## config.mk

```make
export PLATFORM = sky130hd
export DESIGN_NAME = tenyr_exec_unit
export DESIGN_NICKNAME = d
export VERILOG_FILES = /design/src/rtl/tenyr_pkg.sv /design/src/rtl/tenyr_mul_pipe.sv /design/src/rtl/tenyr_exec_unit.sv
export SDC_FILE = /design/constraint.sdc
export NUM_CORES = 2
export LEC_CHECK = 0
export CORE_UTILIZATION = 60
export CTS_CLUSTER_DIAMETER = 30
export DETAILED_ROUTE_END_ITERATION = 6
export MAX_ROUTING_LAYER = met4
export PLACE_DENSITY = 0.84
export SKIP_CTS_REPAIR_TIMING = 1
export SLEW_MARGIN = 20
export SYNTH_ARGS = -nofsm -noshare
export SYNTH_HDL_FRONTEND = slang
export SYNTH_HIERARCHICAL = 1
export SYNTH_SLANG_ARGS = --single-unit
```

## constraint.sdc

```tcl
create_clock -name clk -period 9.89 [get_ports clk]
set_clock_uncertainty 0.1 [all_clocks]
set_input_delay 1.978 -clock clk [delete_from_list [all_inputs] [get_ports clk]]
set_output_delay 1.978 -clock clk [all_outputs]
set_load 0.01 [all_outputs]
```

## src/rtl/tenyr_pkg.sv

```systemverilog
// Shared opcode encodings, FSM states and opcode classification helpers
// for the tenyr execute unit.
package tenyr_pkg;

  localparam logic [3:0] OP_OR   = 4'h0;
  localparam logic [3:0] OP_AND  = 4'h1;
  localparam logic [3:0] OP_ADD  = 4'h2;
  localparam logic [3:0] OP_MUL  = 4'h3;
  localparam logic [3:0] OP_RSV4 = 4'h4;
  localparam logic [3:0] OP_SHL  = 4'h5;
  localparam logic [3:0] OP_LT   = 4'h6;
  localparam logic [3:0] OP_EQ   = 4'h7;
  localparam logic [3:0] OP_GT   = 4'h8;
  localparam logic [3:0] OP_ANDN = 4'h9;
  localparam logic [3:0] OP_XOR  = 4'hA;
  localparam logic [3:0] OP_SUB  = 4'hB;
  localparam logic [3:0] OP_XNOR = 4'hC;
  localparam logic [3:0] OP_SHR  = 4'hD;
  localparam logic [3:0] OP_NEQ  = 4'hE;
  localparam logic [3:0] OP_RSVF = 4'hF;

  typedef enum logic [1:0] {
    ST_IDLE = 2'b00,
    ST_MUL  = 2'b01,
    ST_HOLD = 2'b10
  } state_e;

  function automatic logic is_reserved(input logic [3:0] op);
    return (op == OP_RSV4) || (op == OP_RSVF);
  endfunction

  function automatic logic is_mul(input logic [3:0] op);
    return (op == OP_MUL);
  endfunction

endpackage

```

## src/rtl/tenyr_mul_pipe.sv

```systemverilog
// Registered multiplier: operands enter a MUL_STAGES-1 deep delay chain on
// load, the chain advances while the FSM sits in MUL, and the final
// product plus addend is captured in prod_q.
module tenyr_mul_pipe #(
  parameter int WIDTH      = 32,
  parameter int MUL_STAGES = 2
) (
  input  logic             clk,
  input  logic             reset_n,
  input  logic             load_i,
  input  logic             adv_i,
  input  logic [WIDTH-1:0] x_i,
  input  logic [WIDTH-1:0] y_i,
  input  logic [WIDTH-1:0] a_i,
  output logic [WIDTH-1:0] prod_o
);

  logic [WIDTH-1:0] prod_q;

  assign prod_o = prod_q;

  if (MUL_STAGES == 1) begin : g_direct
    logic unused_adv_s;
    assign unused_adv_s = adv_i;

    // Single-cycle multiply: product registered directly on accept.
    always_ff @(posedge clk or negedge reset_n) begin
      if (!reset_n) begin
        prod_q <= '0;
      end else if (load_i) begin
        prod_q <= x_i * y_i + a_i;
      end
    end
  end else begin : g_chain
    localparam int DEPTH = MUL_STAGES - 1;
    logic [WIDTH-1:0] x_q [DEPTH];
    logic [WIDTH-1:0] y_q [DEPTH];
    logic [WIDTH-1:0] a_q [DEPTH];

    // Operand delay chain; the product register samples the chain tail.
    always_ff @(posedge clk or negedge reset_n) begin
      if (!reset_n) begin
        for (int i = 0; i < DEPTH; i++) begin
          x_q[i] <= '0;
          y_q[i] <= '0;
          a_q[i] <= '0;
        end
        prod_q <= '0;
      end else if (load_i) begin
        x_q[0] <= x_i;
        y_q[0] <= y_i;
        a_q[0] <= a_i;
      end else if (adv_i) begin
        for (int i = 1; i < DEPTH; i++) begin
          x_q[i] <= x_q[i-1];
          y_q[i] <= y_q[i-1];
          a_q[i] <= a_q[i-1];
        end
        prod_q <= x_q[DEPTH-1] * y_q[DEPTH-1] + a_q[DEPTH-1];
      end
    end
  end

endmodule

```

## src/rtl/tenyr_exec_unit.sv

```systemverilog
// tenyr execute unit: rhs = (X op Y) + A with valid/ready on both sides.
// Non-multiply ops register in one cycle; multiply goes through
// tenyr_mul_pipe and blocks input until its result is delivered.
module tenyr_exec_unit
  import tenyr_pkg::*;
#(
  parameter int WIDTH      = 32,
  parameter int MUL_STAGES = 2
) (
  input  logic             clk,
  input  logic             reset_n,
  input  logic             in_valid,
  output logic             in_ready,
  input  logic [3:0]       in_op,
  input  logic [WIDTH-1:0] in_x,
  input  logic [WIDTH-1:0] in_y,
  input  logic [WIDTH-1:0] in_a,
  output logic             out_valid,
  input  logic             out_ready,
  output logic [WIDTH-1:0] out_rhs,
  output logic             out_illegal
);

  localparam int CNT_W = $clog2(MUL_STAGES + 1);
  localparam logic [WIDTH-1:0] SHIFT_LIM = WIDTH'(WIDTH);

  state_e           state_q, state_d;
  logic [CNT_W-1:0] cnt_q, cnt_d;
  logic             in_ready_s, accept_s;
  logic [WIDTH-1:0] op_res_s, rhs_s, mul_prod_s, alu_q;
  logic             illegal_q, mul_sel_q;
  logic             lt_s, gt_s, eq_s;

  assign lt_s = $signed(in_x) < $signed(in_y);
  assign gt_s = $signed(in_x) > $signed(in_y);
  assign eq_s = (in_x == in_y);

  // Combinational op mux; compares expand to all-ones or zero.
  always_comb begin
    op_res_s = '0;
    case (in_op)
      OP_OR:   op_res_s = in_x | in_y;
      OP_AND:  op_res_s = in_x & in_y;
      OP_ADD:  op_res_s = in_x + in_y;
      OP_SHL:  op_res_s = (in_y >= SHIFT_LIM) ? '0 : (in_x << in_y);
      OP_LT:   op_res_s = {WIDTH{lt_s}};
      OP_EQ:   op_res_s = {WIDTH{eq_s}};
      OP_GT:   op_res_s = {WIDTH{gt_s}};
      OP_ANDN: op_res_s = in_x & ~in_y;
      OP_XOR:  op_res_s = in_x ^ in_y;
      OP_SUB:  op_res_s = in_x - in_y;
      OP_XNOR: op_res_s = in_x ^ ~in_y;
      OP_SHR:  op_res_s = (in_y >= SHIFT_LIM) ? '0 : (in_x >> in_y);
      OP_NEQ:  op_res_s = {WIDTH{~eq_s}};
      default: op_res_s = '0;
    endcase
  end

  assign rhs_s = op_res_s + in_a;

  // FSM next state, multiply countdown and input-side ready.
  always_comb begin
    state_d    = state_q;
    cnt_d      = cnt_q;
    in_ready_s = 1'b0;
    case (state_q)
      ST_IDLE: in_ready_s = 1'b1;
      ST_MUL:  in_ready_s = 1'b0;
      ST_HOLD: in_ready_s = out_ready;
      default: in_ready_s = 1'b0;
    endcase
    accept_s = in_valid && in_ready_s;
    if (state_q == ST_MUL) begin
      // Leave MUL on the cycle the countdown reaches zero.
      cnt_d = cnt_q - CNT_W'(1);
      if (cnt_q == CNT_W'(1)) begin
        state_d = ST_HOLD;
      end else begin
        state_d = ST_MUL;
      end
    end else if (accept_s) begin
      if (is_mul(in_op) && (MUL_STAGES > 1)) begin
        state_d = ST_MUL;
        cnt_d   = CNT_W'(MUL_STAGES - 1);
      end else begin
        state_d = ST_HOLD;
      end
    end else if ((state_q == ST_HOLD) && out_ready) begin
      state_d = ST_IDLE;
    end else begin
      // Unknown encodings fall back to IDLE.
      state_d = (state_q == ST_HOLD) ? ST_HOLD : ST_IDLE;
    end
  end

  // State and countdown registers.
  always_ff @(posedge clk or negedge reset_n) begin
    if (!reset_n) begin
      state_q <= ST_IDLE;
      cnt_q   <= '0;
    end else begin
      state_q <= state_d;
      cnt_q   <= cnt_d;
    end
  end

  // Result capture on accept; held untouched until the next accept.
  always_ff @(posedge clk or negedge reset_n) begin
    if (!reset_n) begin
      alu_q     <= '0;
      illegal_q <= 1'b0;
      mul_sel_q <= 1'b0;
    end else if (accept_s) begin
      alu_q     <= rhs_s;
      illegal_q <= is_reserved(in_op);
      mul_sel_q <= is_mul(in_op);
    end
  end

  tenyr_mul_pipe #(
    .WIDTH      (WIDTH),
    .MUL_STAGES (MUL_STAGES)
  ) u_mul_pipe (
    .clk     (clk),
    .reset_n (reset_n),
    .load_i  (accept_s && is_mul(in_op)),
    .adv_i   (state_q == ST_MUL),
    .x_i     (in_x),
    .y_i     (in_y),
    .a_i     (in_a),
    .prod_o  (mul_prod_s)
  );

  assign in_ready    = in_ready_s;
  assign out_valid   = (state_q == ST_HOLD);
  assign out_rhs     = mul_sel_q ? mul_prod_s : alu_q;
  assign out_illegal = illegal_q;

endmodule

```

After elaboration in Yosys (flattened, before gate mapping)
Cells that the tools add are included.
Widths: inputs -> output; s select.
- $lt $le $gt $ge: 3
- multiplexer cells: 14
- eq/ne operators: 19
- add/subtract/negate cells: 5
- shift-type cells: 2
- bitwise gates (word level): 8
- reduce and logical (&&, ||, !) cells: 10
- multiply operators: 1
- operators by type and width (kind ; count):
    $pmux 32 s13 ; 1
    $add 32x32->32 ; 3
    $mux 32 ; 3
    $and 32x32->32 ; 2
    $xor 32x32->32 ; 2
    $eq 32x32->1 ; 1
    $eq 4x4->1 const B ; 8
    $ge 32x6->1 const B ; 1
    $gt 32x32->1 ; 1
    $lt 32x32->1 ; 1
    $mul 32x32->32 ; 1
    $not 32->32 ; 1
    $or 32x32->32 ; 1
    $shl 32x32->32 ; 1
    $shr 32x32->32 ; 1
    $sub 32x32->32 ; 1
    $mux 2 ; 9
    $eq 4x3->1 const B ; 4
    $eq 4x2->1 const B ; 2
    $eq 2x1->1 const B ; 2
    $eq 4x1->1 const B ; 1
    $logic_not 4->1 ; 1
    $reduce_and 2->1 ; 2
    $reduce_bool 2->1 ; 2
    7 further kinds ; 10
- word-level logic and storage cells: 71
- output and inout bits: 35
- input bits: 104
- flip-flop bits (word level): 166

Longest topological paths before layout
- depth after elaboration: 6
- mapped depth: 29
- gate-level depth less buffers: 26

Hierarchy
Netlist, hierarchy kept.
- by module, submodules not included (module ; seq. area each (sq um) ; cells each ; area each (sq um) ; times used):
    tenyr_mul_pipe ; 3203.1 ; 2193 ; 21460.6 ; 1
    tenyr_exec_unit ; 950.9 ; 1850 ; 12731.0 ; 1

Worst setup path after synthesis
OpenSTA, ideal clock, no wires.
- kind: input -> register
- from: input port in_y[1]
- to: register alu_q[30]
- data arrival time: 7363 ps
- setup time: 131 ps
- setup slack: 2297 ps
- path buffers: 5
- cell stages on the path: 27
- required time: 9659 ps
- cell sequence: buf_2 clkinv_1 buf_2 buf_2 buf_1 fa_1 nor2b_1 o221ai_1 a21oi_1 a21oi_1 o211a_1 o2111ai_1 and3_1 buf_6 or4_1 ha_1 nor2b_1 o21a_1 o21ai_0 a21oi_1 a221oi_2 o21ai_1 a221oi_2 a2111oi_0 nor2_1 xor2_1 o21ai_1
- cells in the longest elaborated chain, start to end: 4
- elaborated cells on any way between the ends: 19
- classes of those cells: 3 x add/sub; 3 x order compare; 1 x eq/ne; 2 x shift; 3 x mux; 7 x bitwise
- ends and longest elaborated chain (element ; line ; RTL):
    from (decl) ; tenyr_exec_unit.sv:16 ; input logic [WIDTH-1:0] in_y,
    $ge 32x6->1, or another cell as far along ; tenyr_exec_unit.sv:45, tenyr_exec_unit.sv:53 ;
    $mux 32, or another cell as far along ; tenyr_exec_unit.sv:53 ; OP_SHR: op_res_s = (in_y >= SHIFT_LIM) ? '0 : (in_x >> in_y);
    $pmux 32 s13 (*) ; tenyr_exec_unit.sv:41 ; case (in_op)
    $add 32x32->32 (*) ; tenyr_exec_unit.sv:59 ; assign rhs_s = op_res_s + in_a;
    to (signal assigned) ; tenyr_exec_unit.sv:114 ; alu_q <= rhs_s;
    to (decl) ; tenyr_exec_unit.sv:30 ; logic [WIDTH-1:0] op_res_s, rhs_s, mul_prod_s, alu_q;
Every way passes the cells marked *; elsewhere a longest branch is shown, timed or not.
A chain may end at the register's enable or synchronous reset.

Final worst setup path
- from: input port in_x[2]
- to: register alu_q[31]
- cells in the longest elaborated chain, start to end: 4
- elaborated cells on any way between the ends: 17
- classes of those cells: 3 x add/sub; 2 x order compare; 1 x eq/ne; 2 x shift; 3 x mux; 6 x bitwise
- ends and longest elaborated chain (element ; line ; RTL):
    from (decl) ; tenyr_exec_unit.sv:15 ; input logic [WIDTH-1:0] in_x,
    parallel branches: the longest is 2 deep, another holds $sub 32x32->32 ; n/a ;
    $pmux 32 s13 (*) ; tenyr_exec_unit.sv:41 ;
    $add 32x32->32 (*) ; tenyr_exec_unit.sv:59 ;
Every way passes the cells marked *.

==> results.cfg <==
[outcome]
status = completed

[drt]
drt-pass1-iter-count = 6
drc = 0
ant_nets = 0
wl_per_cell_microns = 28.7
vias_per_cell = 6.51
drt_iter0_markers = 3286
vias = 31600
drt_wl_total_microns = 139000

[clock_tree]
clock_tree.root_cell = clkbuf_16
path_clk_slew_ps = 80
cts_num_sinks = 166
clk_latency_ps = 490
cts_buffers = 17
cts_tree = built
ctsHtreeMaxLevel = 4
clock_path_buffers = 2

[floorplanning]
num_rows = 87
core_area_sq_um = 56400
ioPinCount = 139
die_w_microns = 241
start_util_pct = 60.6
dieArea_sq_um = 57900
die_h_microns = 241

[setup_path]
crit_required_ps = 10140
cp-start-kind = input pin
max_stage_delay_ps = 730
crit_path_end_kind = register
cp_num_buf_inv = 2
worstSetupPathType = in2reg
cp.arrival_ps = 8900
slowest_stage = clkdlybuf4s50_1
path_max_fanout = 10
path_delay_family = compound AO/OA/AOI/OAI gates

[place]
gp_congestion = 1.11
post_dp_cell_area_sq_um = 36300
hpwl_microns = 109000
io_buffer_count = 138
placed_cells_incl_taps = 4797

[timing]
min_period_ps = 8660
setup_viol = 0
rsz0062_at_grt = false
finalCritPeriodShare_pct = 87.5
slew_headroom_pct = 22.0
tns_ps = 0
finalMaxSlewViolations = 0
worst_pin_slew_ps = 1160
fmax_ghz = 0.116
hold_viol = 0

[layout]
syn_to_final_growth_pct = 8.35
layout_common_cells = inv_1, fa_1, and2_1, nand2_1, ha_1
fin_nets = 4858
final_cells = 4850
final_util_pct = 65.7
final_area_sq_um = 37000
drive_above_1_share_pct = 8.02
layout_commonest_cell = inv_1

[run]
cap_violations = 0

[logic_synthesis]
synth_warnings = 6
synthFlopType = dfrtp_1
ys_seq_area_share_pct = 12.1
synth_seq_cells = 166
synthCells = 4043
netlist_area_sq_um = 34200
synth_fp_nets = 4839
ys_types = 94
async_flop_share_pct = 100
synth_edf_count = 0
syn_avg_cell_area_sq_um = 8.46

[grt]
grt_pass1_vias = 32200
antenna_found_initial = 15
gr-usage-all-layers_pct = 50.6
grt_max_degree = 77
grt_pass1_wl_microns = 205000
grt_overflow = 0

[hold_path]
hp-class = reg2reg
[flip-flops by register name, indices dropped and copies added (netlist names)]
signal,cells
out_illegal,1
state_q,2
u_mul_pipe/prod_o,32
alu_q,32
u_mul_pipe/g_chain.y_q,32
u_mul_pipe/g_chain.a_q,32
mul_sel_q,1
cnt_q,2
u_mul_pipe/g_chain.x_q,32
[layer usage]
metal	routed length (microns)	up-vias	global-route usage, %	part of all wire [%]
li1	-	13300	-	-
met1	48000	15400	55.5	35
met2	63400	2167	76.5	46
met3	14300	723	15.0	10
met4	13400	0	41.2	9.6
met5	0	-	-	0
[kinds of logic after synthesis]
family	count (synthesis)	share of synthesized area, %
buffers and inverters	836	9.46
xor gates and xnor gates	159	4.11
DFF	166	12.1
AOI/OAI and AO/OA	826	16.0
adders and majority gates	692	35.0
muxes	163	5.44
and+or+nand+nor	1201	17.9
[metrics by stage]
stage                     hold slack (ps)  setup slack [ps]
after detailed placement              363              1080
final                                 383              1230
after floorplan                       340              2300
after CTS                             381              1460
after global routing                  396               995
after global placement                351               965
[synthesized netlist by cell type (all sizes together), types with 48 or more instances]
master	number	area (sq um)
buf	59	319
a21o	48	360
dfrtp	166	4150
xnor2	91	797
and2	385	2410
xor2	67	587
inv	585	2200
nor2	214	803
ha	251	3140
mux2	116	1310
a211oi	53	408
o21ai	202	1010
a21oi	239	1210
fa	441	8830
nand2	362	1360
clkbuf	191	717
[final timing paths]
| check | cells past startpoint | startpoint | end | slack (ps) |
|---|---|---|---|---|
| max | 25 | in_x[2] | alu_q[31] | 1230 |
| max in group asynchronous | 2 | reset_n | u_mul_pipe/g_chain.x_q[6] | 7120 |
| min reg2reg | 2 | alu_q[24] | alu_q[24] | 380 |
| min in group asynchronous | 1 | reset_n | out_illegal | 1240 |
| max reg2reg | 22 | u_mul_pipe/g_chain.y_q[6] | u_mul_pipe/prod_o[28] | 1810 |
| min | 2 | alu_q[24] | alu_q[24] | 380 |
[worst reg2reg max path, cell delays in order, from the launching register on]
cell and delay (ps):
dfrtp_1 1090, and2_1 280, fa_1 460, fa_1 520, fa_1 540, inv_1 70, fa_1 480, inv_1 50
fa_1 480, fa_1 520, fa_1 500, inv_1 60, fa_1 480, inv_1 40, ha_1 350, a21o_1 210
a21o_1 170, a21o_1 180, a21o_1 190, a221o_1 330, a2111oi_0 590, or4_1 200, nand3_1 70
[layout make-up]
class                           instances  area [sq um]
Antenna cell                           19          47.5
Clock buffer                           17           425
Clock inverter                         15           214
Fill cell                            4445         19300
Inverter                              586          2200
Multi-Input combinational cell       3041         26800
Sequential cell                       166          4160
Tap cell                              756           946
Timing Repair Buffer                  250          2220
Power is left out: the tool's default activity adds up to more than one toggle a clock period on the data nets, which glitch-free logic cannot reach.
